File: src/rtl/mv_candidate_gen_if.sv
// Candidate-generator bus: start/base request, stall backpressure and the
// registered candidate stream feeding the MV_X / MV_Y holding registers.
interface mv_candidate_gen_if #(
    parameter int unsigned MV_W = 19
);
    logic                   START;
    logic signed [MV_W-1:0] MV_BASE_X;
    logic signed [MV_W-1:0] MV_BASE_Y;
    logic                   STALL;
    logic signed [MV_W-1:0] MV_X;
    logic signed [MV_W-1:0] MV_Y;
    logic                   WRITE_EN;
    logic [4:0]             CAND_IDX;
    logic                   BUSY;
    logic                   DONE;

    modport master (
        output START, MV_BASE_X, MV_BASE_Y, STALL,
        input  MV_X, MV_Y, WRITE_EN, CAND_IDX, BUSY, DONE
    );

    modport slave (
        input  START, MV_BASE_X, MV_BASE_Y, STALL,
        output MV_X, MV_Y, WRITE_EN, CAND_IDX, BUSY, DONE
    );
endinterface

File: src/rtl/mv_candidate_gen.sv
// Fractional-MV candidate generator: walks a raster grid around a captured base MV.
// Define QPEL_GRID_EN for the 5x5 quarter-pel grid; default is the 3x3 grid.
module mv_candidate_gen #(
    parameter int unsigned MV_W = 19,
    parameter int unsigned STEP = 2
) (
    input logic              CLK,
    input logic              RST_ASYNC,
    mv_candidate_gen_if.slave bus
);
`ifdef QPEL_GRID_EN
    localparam int unsigned GRID_N   = 5;
    localparam int unsigned OFF_UNIT = STEP / 2;
`else
    localparam int unsigned GRID_N   = 3;
    localparam int unsigned OFF_UNIT = STEP;
`endif
    localparam int unsigned CTR_W  = 3;
    localparam int unsigned IDX_W  = 5;
    localparam int unsigned SUM_W  = MV_W + 1;
    localparam int unsigned CENTER = GRID_N / 2;

    localparam logic signed [MV_W-1:0] SAT_MAX = {1'b0, {(MV_W-1){1'b1}}};
    localparam logic signed [MV_W-1:0] SAT_MIN = {1'b1, {(MV_W-1){1'b0}}};
    localparam logic [CTR_W-1:0]       CTR_LAST = CTR_W'(GRID_N - 1);

    typedef enum logic [1:0] {
        IDLE   = 2'd0,
        RUN    = 2'd1,
        FINISH = 2'd2
    } state_t;

    state_t                 state_q, state_d;
    logic [CTR_W-1:0]       ix_q, ix_d;
    logic [CTR_W-1:0]       iy_q, iy_d;
    logic [IDX_W-1:0]       cnt_q, cnt_d;
    logic signed [MV_W-1:0] base_x_q, base_x_d;
    logic signed [MV_W-1:0] base_y_q, base_y_d;
    logic signed [MV_W-1:0] mv_x_q, mv_x_d;
    logic signed [MV_W-1:0] mv_y_q, mv_y_d;
    logic [IDX_W-1:0]       cand_idx_q, cand_idx_d;
    logic                   we_q, we_d;
    logic                   busy_q, busy_d;
    logic                   done_q, done_d;

    // Grid counter position -> signed offset centred on the base.
    function automatic logic signed [SUM_W-1:0] grid_off(input logic [CTR_W-1:0] c);
        logic signed [SUM_W-1:0] pos;
        pos = $signed(SUM_W'(c)) - $signed(SUM_W'(CENTER));
        return pos * $signed(SUM_W'(OFF_UNIT));
    endfunction

    // One extra bit of headroom, then clamp instead of wrapping.
    function automatic logic signed [MV_W-1:0] sat_add(
        input logic signed [MV_W-1:0]  base,
        input logic signed [SUM_W-1:0] off
    );
        logic [SUM_W-1:0] sum;
        sum = {base[MV_W-1], base} + off;
        if (sum[SUM_W-1] != sum[SUM_W-2]) begin
            return sum[SUM_W-1] ? SAT_MIN : SAT_MAX;
        end
        return $signed(sum[MV_W-1:0]);
    endfunction

    always_comb begin
        state_d    = state_q;
        ix_d       = ix_q;
        iy_d       = iy_q;
        cnt_d      = cnt_q;
        base_x_d   = base_x_q;
        base_y_d   = base_y_q;
        mv_x_d     = mv_x_q;
        mv_y_d     = mv_y_q;
        cand_idx_d = cand_idx_q;
        we_d       = 1'b0;
        busy_d     = (state_q == RUN);
        done_d     = 1'b0;

        unique case (state_q)
            IDLE: begin
                if (bus.START) begin
                    base_x_d = bus.MV_BASE_X;
                    base_y_d = bus.MV_BASE_Y;
                    ix_d     = '0;
                    iy_d     = '0;
                    cnt_d    = '0;
                    state_d  = RUN;
                end
            end
            RUN: begin
                if (!bus.STALL) begin
                    mv_x_d     = sat_add(base_x_q, grid_off(ix_q));
                    mv_y_d     = sat_add(base_y_q, grid_off(iy_q));
                    cand_idx_d = cnt_q;
                    we_d       = 1'b1;
                    cnt_d      = cnt_q + IDX_W'(1);
                    // dx is the inner loop, dy the outer
                    if (ix_q == CTR_LAST) begin
                        ix_d = '0;
                        if (iy_q == CTR_LAST) begin
                            state_d = FINISH;
                        end else begin
                            iy_d = iy_q + CTR_W'(1);
                        end
                    end else begin
                        ix_d = ix_q + CTR_W'(1);
                    end
                end
            end
            FINISH: begin
                done_d  = 1'b1;
                state_d = IDLE;
            end
            default: begin
                state_d = IDLE;
            end
        endcase
    end

    always_ff @(posedge CLK or posedge RST_ASYNC) begin
        if (RST_ASYNC) begin
            state_q    <= IDLE;
            ix_q       <= '0;
            iy_q       <= '0;
            cnt_q      <= '0;
            base_x_q   <= '0;
            base_y_q   <= '0;
            mv_x_q     <= '0;
            mv_y_q     <= '0;
            cand_idx_q <= '0;
            we_q       <= 1'b0;
            busy_q     <= 1'b0;
            done_q     <= 1'b0;
        end else begin
            state_q    <= state_d;
            ix_q       <= ix_d;
            iy_q       <= iy_d;
            cnt_q      <= cnt_d;
            base_x_q   <= base_x_d;
            base_y_q   <= base_y_d;
            mv_x_q     <= mv_x_d;
            mv_y_q     <= mv_y_d;
            cand_idx_q <= cand_idx_d;
            we_q       <= we_d;
            busy_q     <= busy_d;
            done_q     <= done_d;
        end
    end

    assign bus.MV_X     = mv_x_q;
    assign bus.MV_Y     = mv_y_q;
    assign bus.WRITE_EN = we_q;
    assign bus.CAND_IDX = cand_idx_q;
    assign bus.BUSY     = busy_q;
    assign bus.DONE     = done_q;

endmodule

File: src/flat_wrapper.sv
// flat-port wrapper written by rule: the top's interface ports become plain ports
module mv_candidate_gen_flat 
#(
    parameter int unsigned MV_W = 19,
    parameter int unsigned STEP = 2
)
  (CLK, RST_ASYNC, bus_START, bus_MV_BASE_X, bus_MV_BASE_Y, bus_STALL, bus_MV_X, bus_MV_Y, bus_WRITE_EN, bus_CAND_IDX, bus_BUSY, bus_DONE);
  mv_candidate_gen_if #(.MV_W(MV_W)) bus_i ();
  input logic CLK;
  input logic RST_ASYNC;
  input wire logic [$bits(bus_i.START)-1:0] bus_START;
  input wire logic [$bits(bus_i.MV_BASE_X)-1:0] bus_MV_BASE_X;
  input wire logic [$bits(bus_i.MV_BASE_Y)-1:0] bus_MV_BASE_Y;
  input wire logic [$bits(bus_i.STALL)-1:0] bus_STALL;
  output wire logic [$bits(bus_i.MV_X)-1:0] bus_MV_X;
  output wire logic [$bits(bus_i.MV_Y)-1:0] bus_MV_Y;
  output wire logic [$bits(bus_i.WRITE_EN)-1:0] bus_WRITE_EN;
  output wire logic [$bits(bus_i.CAND_IDX)-1:0] bus_CAND_IDX;
  output wire logic [$bits(bus_i.BUSY)-1:0] bus_BUSY;
  output wire logic [$bits(bus_i.DONE)-1:0] bus_DONE;
  assign bus_i.START = bus_START;
  assign bus_i.MV_BASE_X = bus_MV_BASE_X;
  assign bus_i.MV_BASE_Y = bus_MV_BASE_Y;
  assign bus_i.STALL = bus_STALL;
  assign bus_MV_X = bus_i.MV_X;
  assign bus_MV_Y = bus_i.MV_Y;
  assign bus_WRITE_EN = bus_i.WRITE_EN;
  assign bus_CAND_IDX = bus_i.CAND_IDX;
  assign bus_BUSY = bus_i.BUSY;
  assign bus_DONE = bus_i.DONE;
  mv_candidate_gen #(.MV_W(MV_W), .STEP(STEP)) u_core (.CLK(CLK), .RST_ASYNC(RST_ASYNC), .bus(bus_i));
endmodule
File: config.mk
export PLATFORM = sky130hd
export DESIGN_NAME = mv_candidate_gen_flat
export DESIGN_NICKNAME = d
export VERILOG_FILES = /design/src/rtl/mv_candidate_gen_if.sv /design/src/rtl/mv_candidate_gen.sv /design/src/flat_wrapper.sv
export SDC_FILE = /design/constraint.sdc
export NUM_CORES = 1
export LEC_CHECK = 0
export ABC_AREA = 1
export CORE_UTILIZATION = 40
export CTS_CLUSTER_DIAMETER = 100
export DETAILED_ROUTE_END_ITERATION = 8
export PLACE_DENSITY = 0.74
export SLEW_MARGIN = 25
export SYNTH_ARGS = -nofsm -noshare
export SYNTH_HDL_FRONTEND = slang
export SYNTH_SLANG_ARGS = --single-unit
File: constraint.sdc
create_clock -name CLK -period 3.05 [get_ports CLK]
set_input_delay 0.4575 -clock CLK [delete_from_list [all_inputs] [get_ports CLK]]
set_output_delay 0.4575 -clock CLK [all_outputs]
set_load 0.005 [all_outputs]
# == After elaboration in Yosys (flattened, before gate mapping) ==
# Index checks and enable logic that the tools add are counted.
# totals
inputBits,42
elab_cells,69
register_bits,97
# classes
bitwise_logic,1
n_eq_ne,11
n_reduce_logical,7
muxes,31
addsub,7
# op_table
op,n
19-bit 2-to-1 mux,6
20-bit adder,2
3-bit 2-to-1 mux,6
3-bit one-hot mux with 2 select lines,2
5-bit 2-to-1 mux,2
2-bit != test (second input constant),5
5-bit one-hot mux with 2 select lines,1
1-bit 2-to-1 mux,9
2-bit 2-to-1 mux,4
3-bit by 1-bit subtractor with 4-bit output (second input constant),2
3-bit by 1-bit adder with 3-bit output (second input constant),2
3-bit by 2-bit equality test with 1-bit output (second input constant),2
5-bit by 1-bit adder with 5-bit output (second input constant),1
5-bit AND reduction,1
2-bit one-hot mux with 2 select lines,1
2-bit AND reduction,2
4-bit AND reduction,1
3-bit AND reduction,1
2-bit by 1-bit equality test with 1-bit output (second input constant),1
2-bit equality test (second input constant),1
2-bit zero test,1
1-bit != test,2
2-bit nonzero test,1
1-bit inverter,1

# == Logic depth before layout (Yosys ltp) ==
# Gate-level depths: netlist (run 1).
# logic_depth
ltp_word,7
mapped_depth,18
depth_no_buf,18

# == Worst setup path before layout (run 1) ==
# OpenSTA, ideal clock, no wires.
# synth_timing
path_kind,register to register
start,reg u_core.ix_q[0]
end,"reg u_core.mv_x_q[0], in the netlist u_core.bus.MV_X[0]"
setup_slack_ns,0.076
required_time_ns,2.977
synth_period_minus_slack_ns,2.974
t_arrival_ns,2.901
path_stages_with_launch,15
path_cell_list,dfrtp_1 -> nor3_1 -> ha_1 -> a21oi_1 -> nand2_1 -> nand2_1 -> nand3_2 -> nand2_2 -> nand2_2 -> nand2_2 -> nand2_4 -> nand2_4 -> nand2_4 -> buf_12 -> a21oi_2
# synth_via
elab_chain_cells,7
elab_cells_between_ends,9
# synth_lines
item,line_no,source
start: declaration,mv_candidate_gen.sv:34,"logic [CTR_W-1:0] ix_q, ix_d;"
start signal: assignment,mv_candidate_gen.sv:137,ix_q <= ix_d;
3-bit by 1-bit subtractor with 4-bit output (*),mv_candidate_gen.sv:49,pos = $signed(SUM_W'(c)) - $signed(SUM_W'(CENTER));
20-bit adder (*),mv_candidate_gen.sv:59,"sum = {base[MV_W-1], base} + off;"
1-bit != test,mv_candidate_gen.sv:60,if (sum[SUM_W-1] != sum[SUM_W-2]) begin
1-bit 2-to-1 mux,mv_candidate_gen.sv:60,
1-bit 2-to-1 mux,mv_candidate_gen.sv:92,if (!bus.STALL) begin
1-bit 2-to-1 mux,mv_candidate_gen.sv:80,unique case (state_q)
19-bit 2-to-1 mux (*),mv_candidate_gen.sv:63,return $signed(sum[MV_W-1:0]);
end signal: assignment,mv_candidate_gen.sv:142,mv_x_q <= mv_x_d;
end: declaration,mv_candidate_gen.sv:39,"logic signed [MV_W-1:0] mv_x_q, mv_x_d;"
# Mark *: on every way between the ends. The rest lies on a longest branch, timed or not. The select of a mux whose other input is x is not followed.
# A chain may end at the register's enable or synchronous reset.

# == Worst setup path after layout (run 1) ==
# layout_timing
start,reg u_core.ix_q[0]
end,"reg u_core.mv_x_q[13], in the netlist u_core.bus.MV_X[13]"
# The elaborated chain is that of the path after synthesis.

==> impl_metrics.json, run 1 <==
{
  "core_um2": 15370,
  "multi_input_area_um2": 3491,
  "synth.distinct_cells": 41,
  "cts_buffers": 9,
  "crit_arrival_ns": 2.82,
  "layout-drive-gt1-share_pct": 11.17,
  "rsz0062_at_grt": "false",
  "skew_ns": 0.005771,
  "min_path_cells": 2,
  "clk_pin_slew_worst_paths_ns": 0.07,
  "whs_endpoint": "u_core.base_y_q[1]",
  "grt_usage_pct": 19.78,
  "reg2reg_from": "u_core.ix_q[0]",
  "die-area_um2": 16410,
  "cts-root-buf": "clkbuf_16",
  "wl_mm": 15.04,
  "num_rows": 45,
  "ys_ff_latch": 97,
  "critical_path_class": "flop to flop",
  "tightest_slew_ns": 0.6571,
  "nNetsFinal": 1014,
  "synth_edf_count": 0,
  "critPathMaxFanout": 18,
  "vias_per_cell": 4.863,
  "ys_warn_count": 0,
  "finalMaxSlewViolations": 0,
  "required_ns": 3.28,
  "start_kind": "flop",
  "finalSetupViolations": 0,
  "finalWorstSetupSlack_ns": 0.4560,
  "grt_max_degree": 51,
  "async_flop_share_pct": 100.0,
  "area_delta_synth_final_pct": 22.23,
  "boundaryPins": 88,
  "max_cap_violations": 0,
  "via_count": 5553,
  "wl_per_cell_um": 13.17,
  "worstRegToRegCells": 13,
  "finalWeightedCongestion": 0.9162,
  "fin_crit_sh_pct": 85.05,
  "ys_seq_area_share_pct": 38.16,
  "die_w_um": 128.1,
  "cts_setup_buffers": 0,
  "pre_cts_ws_ns": 0.4706,
  "antenna_found_initial": 0,
  "fin_tns_setup_ns": 0,
  "drtIter0Drc": 320,
  "r2r_slack_ns": 0.46,
  "hp-class": "flop to flop",
  "start_util_pct": 41.38,
  "regArea_um2": 2427,
  "cts.sink_count": 97,
  "syn_inst": 838,
  "cts.path.max_buffers": 2,
  "fin_crit_ns": 2.594,
  "hold_buffers": 0,
  "synth_area_um2": 6361,
  "cts-resized-gates": 0,
  "drc": 0,
  "max_freq_ghz": 0.3855,
  "end_kind": "flop",
  "grt_first_pass_wirelength_mm": 25.55,
  "ys_dominant_reg_cell": "dfrtp_1",
  "drtPass1Iterations": 5,
  "ant_nets": 0,
  "syn_avg_cell_area_um2": 7.591,
  "fillers": 1474,
  "hold_path.startpoint": "u_core.base_y_q[1]",
  "slew_headroom_pct": 56.20,
  "hold_viol": 0,
  "status": "completed",
  "synth_nets": 926,
  "hpwl_mm": 11.43,
  "grt-ovfl-total": 0,
  "cts_tree": "done",
  "die_h_um": 128.1,
  "reg2reg_to": "u_core.bus.MV_X[13]",
  "grt_pass1_vias": 5221,
  "diodes": 0,
  "port_buffers": 87,
  "clk_latency_ns": 0.35,
  "htree_levels": 3
}
[cells in the mapped netlist (7+ instances only)]
library cell  instances  area (um^2)
nand3_2              15        150.1
a21oi_1              44        220.2
ha_1                 44        550.5
nand2_2              10        62.56
nand2_1             300         1126
nand3_1              58        290.3
nor3_1                8        40.04
or2_2                18        112.6
a21oi_2              14        122.6
xor2_1               16        140.1
o21bai_1              7        52.55
dfrtp_1              97         2427
clkbuf_1             10        37.54
o21ai_0              17        85.08
nor2_1               38        142.6
inv_1                81        304.0
nand4_1               7        43.79
[cell usage in the layout, fill, tap and decap left out, types with 4 or more instances in the layout]
| cell type | instances |
|---|---|
| nand2_1 | 300 |
| dfrtp_1 | 97 |
| clkdlybuf4s50_1 | 87 |
| inv_1 | 80 |
| nand3_1 | 58 |
| a21oi_1 | 44 |
| ha_1 | 44 |
| nor2_1 | 38 |
| or2_2 | 18 |
| o21ai_0 | 17 |
| xor2_1 | 16 |
| nand3_2 | 15 |
| a21oi_2 | 14 |
| nand2_2 | 10 |
| buf_4 | 10 |
| clkbuf_16 | 9 |
| nor3_1 | 8 |
| nand4_1 | 7 |
| o21bai_1 | 7 |
| nor2_2 | 5 |
| and2_1 | 5 |
| o21ai_1 | 5 |
| nand2_4 | 5 |
| xnor2_1 | 5 |
| inv_2 | 4 |
[kinds of logic (layout without fill, tap and decap cells)]
logic type / after synthesis / after routing / share of synthesized area (%)
AND/OR/NAND/NOR: 474 / 474 / 33.71
buffers and inverters: 106 / 199 / 6.963
flip-flops: 97 / 97 / 38.16
AO/OA/AOI/OAI: 94 / 94 / 8.989
adder cells (fa/ha/maj): 46 / 46 / 9.284
XOR/XNOR: 21 / 21 / 2.891
[registers in the layout (all words and copies together) (netlist names), 2 cells and up]
name and count:
u_core.bus.CAND_IDX 5, u_core.base_y_q 19, u_core.ix_q 3, u_core.bus.MV_Y 19
u_core.bus.MV_X 19, u_core.cnt_q 5, u_core.base_x_q 19, u_core.iy_q 3
u_core.state_q 2
[metrics by stage]
stage	hold WS [ns]	utilization (%)	cell area [um^2]	std cells
2_1_floorplan	0.4492	-	6361	838
3_3_place_gp	0.4663	48.49	7453	1126
3_5_place_dp	0.4724	48.49	7453	1126
4_1_cts	0.4898	50.58	7775	1142
5_1_grt	0.4994	50.58	7775	1142
6_report	0.4896	50.58	7775	1142
[how the worst max path moves through the flow]
stage,start,endpoint,slack (ns),cells past startpoint
floorplan,RST_ASYNC,u_core.base_x_q[0],0.06,1
global placement,u_core.iy_q[2],u_core.bus.MV_Y[17],0.55,11
detailed placement,u_core.ix_q[0],u_core.bus.MV_X[13],0.47,13
CTS,u_core.ix_q[0],u_core.bus.MV_X[13],0.45,13
global route,u_core.ix_q[0],u_core.bus.MV_X[12],0.18,16
finish,u_core.ix_q[0],u_core.bus.MV_X[13],0.46,13
[area by class of cell]
cell class	count	area share, %
multi-input cells	635	44.90
flip-flops and latches	97	31.22
repair buffers	97	12.17
inverters	86	4.184
well taps	211	3.396
clock buffers	11	3.122
clock inverters	5	1.014
[critical path: stages, from the launching register on]
cell     delay [ns]
dfrtp_1        0.41
nor3_1         0.19
buf_4          0.25
ha_1           0.34
a21oi_1        0.24
nand2_1        0.09
nand2_1        0.07
nand3_2        0.11
nand2_2        0.11
nand3_2        0.09
nand2_4        0.11
nand2_4        0.06
nand2_4        0.25
a21oi_1        0.13
[metal layers]
layer	routed length, um	global-route usage (%)	vias up
met5	0	0	-
met4	304	7.266	0
met3	670	2.796	20
met2	6679	31.20	126
met1	7381	27.58	2548
li1	-	-	2859
Power of run 1 is left out: the tool's default activity adds up to more than one toggle a clock period on the data nets, which glitch-free logic cannot reach.
==> run 2: changes to the inputs <==
--- a/config.mk
+++ b/config.mk
@@ -10,6 +10,7 @@
 export CTS_CLUSTER_DIAMETER = 100
 export DETAILED_ROUTE_END_ITERATION = 8
 export PLACE_DENSITY = 0.74
+export SKIP_CTS_REPAIR_TIMING = 1
 export SLEW_MARGIN = 25
 export SYNTH_ARGS = -nofsm -noshare
 export SYNTH_HDL_FRONTEND = slang
==> results of run 2 <==
No change in the layout: final DEF, timing and power equal those of run 1.
Power of run 2 is left out for the same reason.
